<file path="src/rtl/ir_nec_encoder_if.sv">
// Request channel of the NEC IR framer: one address/command (or repeat) per
// tx_valid && tx_ready handshake.
interface ir_nec_encoder_if;
   logic       tx_valid;
   logic       tx_ready;
   logic [7:0] tx_addr;
   logic [7:0] tx_cmd;
   logic       tx_repeat;

   modport master (
      output tx_valid,
      output tx_addr,
      output tx_cmd,
      output tx_repeat,
      input  tx_ready
   );

   modport slave (
      input  tx_valid,
      input  tx_addr,
      input  tx_cmd,
      input  tx_repeat,
      output tx_ready
   );
endinterface

</file>
<file path="src/rtl/ir_nec_encoder.sv">
// NEC IR transmit framer: turns one accepted address/command (or repeat request)
// into the mark/space envelope that gates the downstream 38 kHz carrier PWM.
module ir_nec_encoder #(
   parameter int F_CLK       = 100_000_000,
   parameter int UNIT_CYCLES = 56_250
) (
   input  logic              clk,
   input  logic              rst_n,
   ir_nec_encoder_if.slave   tx,
   output logic              carrier_en,
   output logic              busy,
   output logic              done
);

   localparam int            CW       = $clog2(UNIT_CYCLES);
   localparam logic [CW-1:0] CYC_LAST = CW'(UNIT_CYCLES - 1);

   typedef enum logic [2:0] {
      IDLE,
      LEAD_MARK,
      LEAD_SPACE,
      REP_SPACE,
      BIT_MARK,
      BIT_SPACE,
      STOP_MARK
   } state_t;

   state_t        state;
   logic [CW-1:0] cyc_cnt;
   logic [4:0]    unit_cnt;
   logic [4:0]    bit_idx;
   logic [31:0]   shift_reg;
   logic          repeat_q;
   logic [4:0]    unit_last;
   logic          state_end;

   // F_CLK only documents the clock the UNIT_CYCLES value was chosen for.
   wire unused_fclk = (F_CLK != 0);

   always_comb begin
      unit_last = 5'd0;
      case (state)
         LEAD_MARK:  unit_last = 5'd15;
         LEAD_SPACE: unit_last = 5'd7;
         REP_SPACE:  unit_last = 5'd3;
         BIT_SPACE:  unit_last = shift_reg[0] ? 5'd2 : 5'd0;
         default:    unit_last = 5'd0;
      endcase
   end

   assign state_end   = (cyc_cnt == CYC_LAST) && (unit_cnt == unit_last);
   assign tx.tx_ready = (state == IDLE);

   // Each state is left on the last cycle of its last unit, so consecutive
   // marks and spaces abut with no gap or overlap cycle.
   always_ff @(posedge clk or negedge rst_n) begin
      if (!rst_n) begin
         state      <= IDLE;
         cyc_cnt    <= '0;
         unit_cnt   <= 5'd0;
         bit_idx    <= 5'd0;
         shift_reg  <= 32'd0;
         repeat_q   <= 1'b0;
         carrier_en <= 1'b0;
         busy       <= 1'b0;
         done       <= 1'b0;
      end else begin
         done <= 1'b0;
         if (state == IDLE) begin
            if (tx.tx_valid) begin
               shift_reg  <= {~tx.tx_cmd, tx.tx_cmd, ~tx.tx_addr, tx.tx_addr};
               repeat_q   <= tx.tx_repeat;
               state      <= LEAD_MARK;
               carrier_en <= 1'b1;
               busy       <= 1'b1;
               cyc_cnt    <= '0;
               unit_cnt   <= 5'd0;
               bit_idx    <= 5'd0;
            end
         end else if (state_end) begin
            cyc_cnt  <= '0;
            unit_cnt <= 5'd0;
            case (state)
               LEAD_MARK: begin
                  state      <= repeat_q ? REP_SPACE : LEAD_SPACE;
                  carrier_en <= 1'b0;
               end
               LEAD_SPACE: begin
                  state      <= BIT_MARK;
                  carrier_en <= 1'b1;
                  bit_idx    <= 5'd0;
               end
               REP_SPACE: begin
                  state      <= STOP_MARK;
                  carrier_en <= 1'b1;
               end
               BIT_MARK: begin
                  state      <= BIT_SPACE;
                  carrier_en <= 1'b0;
               end
               BIT_SPACE: begin
                  shift_reg  <= {1'b0, shift_reg[31:1]};
                  carrier_en <= 1'b1;
                  if (bit_idx == 5'd31) begin
                     state <= STOP_MARK;
                  end else begin
                     state   <= BIT_MARK;
                     bit_idx <= bit_idx + 5'd1;
                  end
               end
               STOP_MARK: begin
                  state      <= IDLE;
                  carrier_en <= 1'b0;
                  busy       <= 1'b0;
                  done       <= 1'b1;
               end
               default: begin
                  state      <= IDLE;
                  carrier_en <= 1'b0;
                  busy       <= 1'b0;
               end
            endcase
         end else if (cyc_cnt == CYC_LAST) begin
            cyc_cnt  <= '0;
            unit_cnt <= unit_cnt + 5'd1;
         end else begin
            cyc_cnt <= cyc_cnt + CW'(1);
         end
      end
   end

endmodule

</file>
<file path="src/flat_wrapper.sv">
// flat-port wrapper written by rule: the top's interface ports become plain ports
module ir_nec_encoder_flat 
#(
   parameter int F_CLK       = 100_000_000,
   parameter int UNIT_CYCLES = 56_250
)
  (clk, rst_n, carrier_en, busy, done, tx_tx_valid, tx_tx_addr, tx_tx_cmd, tx_tx_repeat, tx_tx_ready);
  ir_nec_encoder_if tx_i ();
  input  logic clk;
  input  logic rst_n;
  output logic carrier_en;
  output logic busy;
  output logic done;
  input wire logic [$bits(tx_i.tx_valid)-1:0] tx_tx_valid;
  input wire logic [$bits(tx_i.tx_addr)-1:0] tx_tx_addr;
  input wire logic [$bits(tx_i.tx_cmd)-1:0] tx_tx_cmd;
  input wire logic [$bits(tx_i.tx_repeat)-1:0] tx_tx_repeat;
  output wire logic [$bits(tx_i.tx_ready)-1:0] tx_tx_ready;
  assign tx_i.tx_valid = tx_tx_valid;
  assign tx_i.tx_addr = tx_tx_addr;
  assign tx_i.tx_cmd = tx_tx_cmd;
  assign tx_i.tx_repeat = tx_tx_repeat;
  assign tx_tx_ready = tx_i.tx_ready;
  ir_nec_encoder #(.F_CLK(F_CLK), .UNIT_CYCLES(UNIT_CYCLES)) u_core (.clk(clk), .rst_n(rst_n), .tx(tx_i), .carrier_en(carrier_en), .busy(busy), .done(done));
endmodule
</file>
<file path="config.mk">
export PLATFORM = sky130hd
export DESIGN_NAME = ir_nec_encoder_flat
export DESIGN_NICKNAME = d
export VERILOG_FILES = /design/src/rtl/ir_nec_encoder_if.sv /design/src/rtl/ir_nec_encoder.sv /design/src/flat_wrapper.sv
export SDC_FILE = /design/constraint.sdc
export NUM_CORES = 1
export LEC_CHECK = 0
export ABC_AREA = 1
export CORE_ASPECT_RATIO = 0.7
export CORE_UTILIZATION = 59
export CTS_CLUSTER_SIZE = 14
export DETAILED_ROUTE_END_ITERATION = 6
export GPL_TIMING_DRIVEN = 1
export HOLD_SLACK_MARGIN = 0.1
export PLACE_DENSITY = 0.84
export SYNTH_ARGS = -nofsm -noshare
export SYNTH_HDL_FRONTEND = slang
export SYNTH_SLANG_ARGS = --single-unit
</file>
<file path="constraint.sdc">
create_clock -name clk -period 2.7 [get_ports clk]
set_clock_uncertainty 0.1 [all_clocks]
set_input_delay 0.405 -clock clk [delete_from_list [all_inputs] [get_ports clk]]
set_output_delay 0.405 -clock clk [all_outputs]
set_load 0.01 [all_outputs]
</file>
==> results of run 1 <==
==> Yosys cell counts (5+ instances only) <==
| master | instances |
|---|---|
| nor2_1 | 33 |
| a21oi_1 | 5 |
| nor3_1 | 5 |
| xor2_1 | 7 |
| dfrtp_1 | 65 |
| ha_1 | 5 |
| o21a_1 | 12 |
| clkbuf_1 | 9 |
| nand3_1 | 61 |
| inv_2 | 5 |
| o22ai_1 | 9 |
| o21ai_0 | 21 |
| inv_1 | 25 |
| nand4_1 | 5 |
| nand2_1 | 189 |
==> worst register-to-register path, stage by stage, from the launching register on <==
cell     delay [ns]
dfrtp_1        0.41
inv_1          0.08
ha_1           0.19
nand2_1        0.06
nor2_1         0.11
nand2_1        0.05
nor2_1         0.19
nand2_1        0.07
nor2_1         0.15
nand3_2        0.13
nand2_4        0.17
buf_4          0.34
nand3_1        0.14
nand2_1        0.09
==> report_power, final <==
part	internal, W	leakage [nW]	switching, W
combinational	0.000525	0.981	0.000994
sequential	0.00124	0.855	0.000199
clock	0.000666	0.127	0.000383
total	0.00243	1.96	0.00158
==> cell families (layout without fill, tap and decap cells) <==
kind of cell,count (synthesis),count (layout),synth area share (%)
buf+inv,49,77,6.26
fa+ha+maj,5,5,1.75
mux,1,1,0.315
flops,65,65,45.5
xor+xnor,9,9,2.20
simple gates,305,305,35.9
compound gates,49,49,8.12
==> layout make-up <==
type / count / area, um2
timing repair buffer: 30 / 280
inverter: 31 / 116
tap: 75 / 93.8
clock inverter: 4 / 98.8
sequential: 65 / 1630
clock buffer: 12 / 155
multi-input combinational: 369 / 1730
fill: 446 / 1680
==> metal layers <==
layer	vias to the layer above	share of wire, %
li1	1622	-
met1	1554	47
met2	111	45
met3	16	6.8
met4	0	1.7
met5	-	0
==> through the flow <==
stage	setup slack [ns]	instances	power, W
2_1_floorplan	0.772	483	0.00256
3_3_place_gp	0.397	569	0.00288
3_5_place_dp	0.313	569	0.00294
4_1_cts	0.252	586	0.00399
5_1_grt	0.102	586	0.00430
6_report	0.253	586	0.00401
==> what timing repair did <==
item | in CTS | in global routing
setup endpoints to repair | 0 | 18
gates resized for setup | 0 | 1
hold endpoints to repair | 30 | 0
buffers inserted | 0 | 0
hold buffers | 1 | 0
==> final timing paths <==
path                                startpoint                   end  cells after the start  slack, ns
setup / recovery               u_core.state[0]           tx_tx_ready                      4       0.25
hold / removal             u_core.shift_reg[3]   u_core.shift_reg[3]                      2       0.38
setup reg to reg             u_core.cyc_cnt[1]  u_core.shift_reg[22]                     13       0.36
hold reg to reg            u_core.shift_reg[3]   u_core.shift_reg[3]                      2       0.38
max in group asynchronous                rst_n  u_core.shift_reg[25]                      3       1.19
min in group asynchronous                rst_n   u_core.shift_reg[7]                      2       0.55
==> impl_metrics.tcl, run 1 <==
set metrics [dict create \
    synthesis.nets 508 \
    maxSlewHeadroom_pct 49.0 \
    vias 3303 \
    crit_required_ns 2.19 \
    crit_chain "inv_1, nand2_1, nor2_2, clkdlybuf4s50_1" \
    most-common-layout-cells "189 x nand2_1, 65 x dfrtp_1, 61 x nand3_1, 33 x nor2_1, 25 x inv_1" \
    io_pins 24 \
    dieArea_um2 6380 \
    cts_root_buf "clkbuf_8" \
    postSynthCellCount 483 \
    grt_max_degree 33 \
    synthToLayoutAreaGrowth_pct 14.8 \
    diodes 0 \
    dp_hpwl_mm 5.57 \
    cts-buffers-inserted 9 \
    power.leakage_nw 1.96 \
    synth.top_cell.area_share_pct 45.5 \
    synth.area.top_cells "dfrtp_1 45%, nand2_1 20%, nand3_1 8.5%" \
    hp-class "reg -> reg" \
    drt-initial-drc-count 283 \
    hold_viol_final 0 \
    layout_commonest_cell "nand2_1" \
    grtUsageMet1_pct 40.0 \
    antenna_found_initial 0 \
    clkLatencyLatePin_ns 0.35 \
    nets 531 \
    use_met3_pct 7.21 \
    synth_cell_types 30 \
    top_usage_layer "met2" \
    ant_nets 0 \
    grt_use_total_pct 29.0 \
    drv_slew 0 \
    synth_area_um2 3580 \
    wl_per_cell_um 14.0 \
    crit_path_start_kind "flip-flop" \
    tns_ns 0 \
    largest_register_ff_count 32 \
    cp_data_arrival_time_ns 1.94 \
    fp.dieH_um 67.1 \
    ys_seq_area_share_pct 45.5 \
    drt_pass1_iterations 5 \
    worst_slew_pin_slew_ns 0.765 \
    grt_pass1_wl_mm 14.1 \
    clk_path_buf_depth 2 \
    placed_cell_area_um2 3840 \
    grt_pass1_vias 3096 \
    path_class "reg -> out" \
    end_kind "output port" \
    yosysTopAreaCell "dfrtp_1" \
    slowest_stage "clkdlybuf4s50_1" \
    clk_pin_slew_worst_paths_ns 0.07 \
    cts_tree "yes" \
    die_width_um 95.1 \
    timing.fmax_mhz 409 \
    ys_dominant_reg_cell "dfrtp_1" \
    grt_use_met2_pct 43.8 \
    fin_area_um2 4110 \
    setup_violations 0 \
    max_cap_violations 0 \
    clkSinkCount 65 \
    finalCritPeriodShare_pct 90.6 \
    rsz0062_at_grt "no" \
    post-route-drc-count 0 \
    hold-worst-slack_ns 0.382 \
    rows 23 \
    outcome "complete, no violations" \
    ys_warn_count 0 \
    cellPowerDensity_nw_per_um2 976 \
    routed_via_density 5.64 \
    synth_edf_count 0 \
    io_buffers 23 \
    crit_fanout 10 \
    cp_slowest_stage_delay_ns 0.63 \
    core_um2 5780 \
    period_needed_ns 2.45 \
    wl_mm 8.18 \
    grt_overflow 0 \
    fin_util_pct 71.0 \
    drive_gt1_share_pct 7.05 \
    synthArstFlopShare_pct 100 \
    worst_ir_drop_vdd_v 0.000480 \
    gp_congestion 0.942 \
    htreeDepth 3 \
    synth-seq-cells 65 \
    critPathTopFamily "buffers and inverters" \
    initial_core_util_pct 61.8 \
    avgSynthCellArea_um2 7.40 \
    critPathBufInv 2 \
]
Power figures use the tool's default switching activity.
==> run 2, diff against run 1 <==
CORE_MARGIN = 2   (was not set)
==> run 2 against run 1 <==
Effect of this change: sequential power is essentially flat; global-route usage shrank 3.8 points; critical path type is now reg -> reg; utilization shrank 1.7 points; largest cell class unchanged; highest routed layer unchanged; largest power group unchanged.
==> impl_metrics.tcl, run 2 (synthesized netlist as in run 1, its figures left out) <==
set metrics [dict create \
    outcome "complete, no violations" \
    grt_overflow 0 \
    cts-buffers-inserted 9 \
    fp.dieH_um 69.1 \
    setup_violations 0 \
    io_buffers 23 \
    cts_tree "yes" \
    hold_viol_final 0 \
    routed_via_density 5.60 \
    post-route-drc-count 0 \
    tns_ns 0 \
    htreeDepth 3 \
    crit_top_cell "nand2_1" \
    drt_pass1_iterations 6 \
    cellPowerDensity_nw_per_um2 919 \
    maxSlewHeadroom_pct 46.7 \
    hp-class "in -> async" \
    wl_mm 7.84 \
    crit_fanout 32 \
    cp_slowest_stage_delay_ns 0.55 \
    clk_pin_slew_worst_paths_ns 0.08 \
    cts_setup_buffers 0 \
    drt-initial-drc-count 322 \
    largest_register_ff_count 32 \
    io_pins 24 \
    slowest_stage "dfrtp_1" \
    rsz0062_at_grt "no" \
    max_cap_violations 0 \
    wl_per_cell_um 13.4 \
    end_kind "flip-flop" \
    clk_path_buf_depth 2 \
    clkSinkCount 65 \
    antenna_found_initial 0 \
    layout_commonest_cell "nand2_1" \
    rows 23 \
    crit_path_start_kind "flip-flop" \
    nets 529 \
    drv_slew 0 \
    die_width_um 97.1 \
    dieArea_um2 6710 \
    vias 3269 \
    crit_required_ns 2.83 \
    period_needed_ns 2.42 \
    crit_chain "inv_1, nand2_1, nor2_2, inv_2, nand3_2, nand2_4, nand2_2, nand2_1, nand2_1" \
    core_um2 5780 \
    grt_max_degree 66 \
    finalWorstSetupSlack_ns 0.280 \
    cts_root_buf "clkbuf_8" \
    timing.fmax_mhz 413 \
    finalCritPeriodShare_pct 89.6 \
    power.leakage_nw 1.91 \
    diodes 0 \
    most-common-layout-cells "189 x nand2_1, 65 x dfrtp_1, 61 x nand3_1, 33 x nor2_1, 25 x inv_1" \
    worst_ir_drop_vdd_v 0.000428 \
    path_class "reg -> reg" \
    gp_congestion 0.988 \
    place_ws_ns 0.310 \
    clkLatencyLatePin_ns 0.35 \
    cp_data_arrival_time_ns 2.55 \
    grt_pass1_vias 3004 \
    initial_core_util_pct 61.8 \
    ant_nets 0 \
    ctsResizeCount 0 \
    grt_pass1_wl_mm 13.8 \
    grt_use_total_pct 25.1 \
    worst_slew_pin_slew_ns 0.799 \
    synthToLayoutAreaGrowth_pct 12.1 \
    drive_gt1_share_pct 7.07 \
    dp_hpwl_mm 5.33 \
    holdBufCountCts 0 \
]
run 2: cell count changes in the layout (fill, tap and decap cells not counted):
| cell | before | now |
|---|---|---|
| clkinv_2 | 0 | 2 |
| clkbuf_1 | 1 | 0 |
| clkinvlp_4 | 0 | 2 |
| nand2_2 | 2 | 3 |
| dlygate4sd3_1 | 1 | 0 |
| nand2_4 | 2 | 1 |
| clkbuf_8 | 11 | 10 |
| buf_4 | 6 | 5 |
| bufinv_16 | 3 | 0 |
| inv_6 | 0 | 1 |
run 2: worst paths after layout:
path,startpoint,end,slack [ns],cells after the start
min reg2reg,u_core.busy,u_core.busy,0.37,2
max in group asynchronous,rst_n,u_core.shift_reg[25],1.85,2
min in group clk,u_core.busy,u_core.busy,0.37,2
max,u_core.state[0],u_core.shift_reg[18],0.28,9
max reg2reg,u_core.state[0],u_core.shift_reg[18],0.28,9
min,rst_n,u_core.repeat_q,0.11,2
run 2: power breakdown:
part	internal, W	switching (W)
registers	0.00124	0.000188
logic	0.000523	0.000982
clock network	0.000359	0.000394
total	0.00212	0.00156
run 2: layer usage:
metal	vias up	share of wire (%)	global-route usage (%)	routed length [um]
met2	99	43	36.0	3390
met4	0	1.4	7.36	108
met1	1545	49	37.1	3820
met3	13	6.6	7.40	519
li1	1612	-	-	-
met5	-	0	0	0
run 2: layout make-up:
cell class	instances	area, um2
clock buffer	10	138
clock inverter	6	42.5
fill	487	1780
inverter	31	116
multi-input combinational	369	1730
sequential	65	1630
tap	75	93.8
timing repair buffer	28	263
run 2: stage by stage:
step,util (%),hold slack (ns),power [W],cells,area (um2)
3_3_place_gp,66.2,0.354,0.00288,568,3830
2_1_floorplan,-,0.00941,0.00256,483,3580
4_1_cts,69.3,0.159,0.00369,584,4010
3_5_place_dp,66.2,0.359,0.00293,568,3830
5_1_grt,69.3,0.214,0.00400,584,4010
6_report,69.3,0.108,0.00368,584,4010
run 2: worst max-delay path, delay by kind of cell, from the launching register on:
family	cells	cell delay (ns)
flops	1	0.55
simple gates	7	1.16
buf+inv	2	0.47
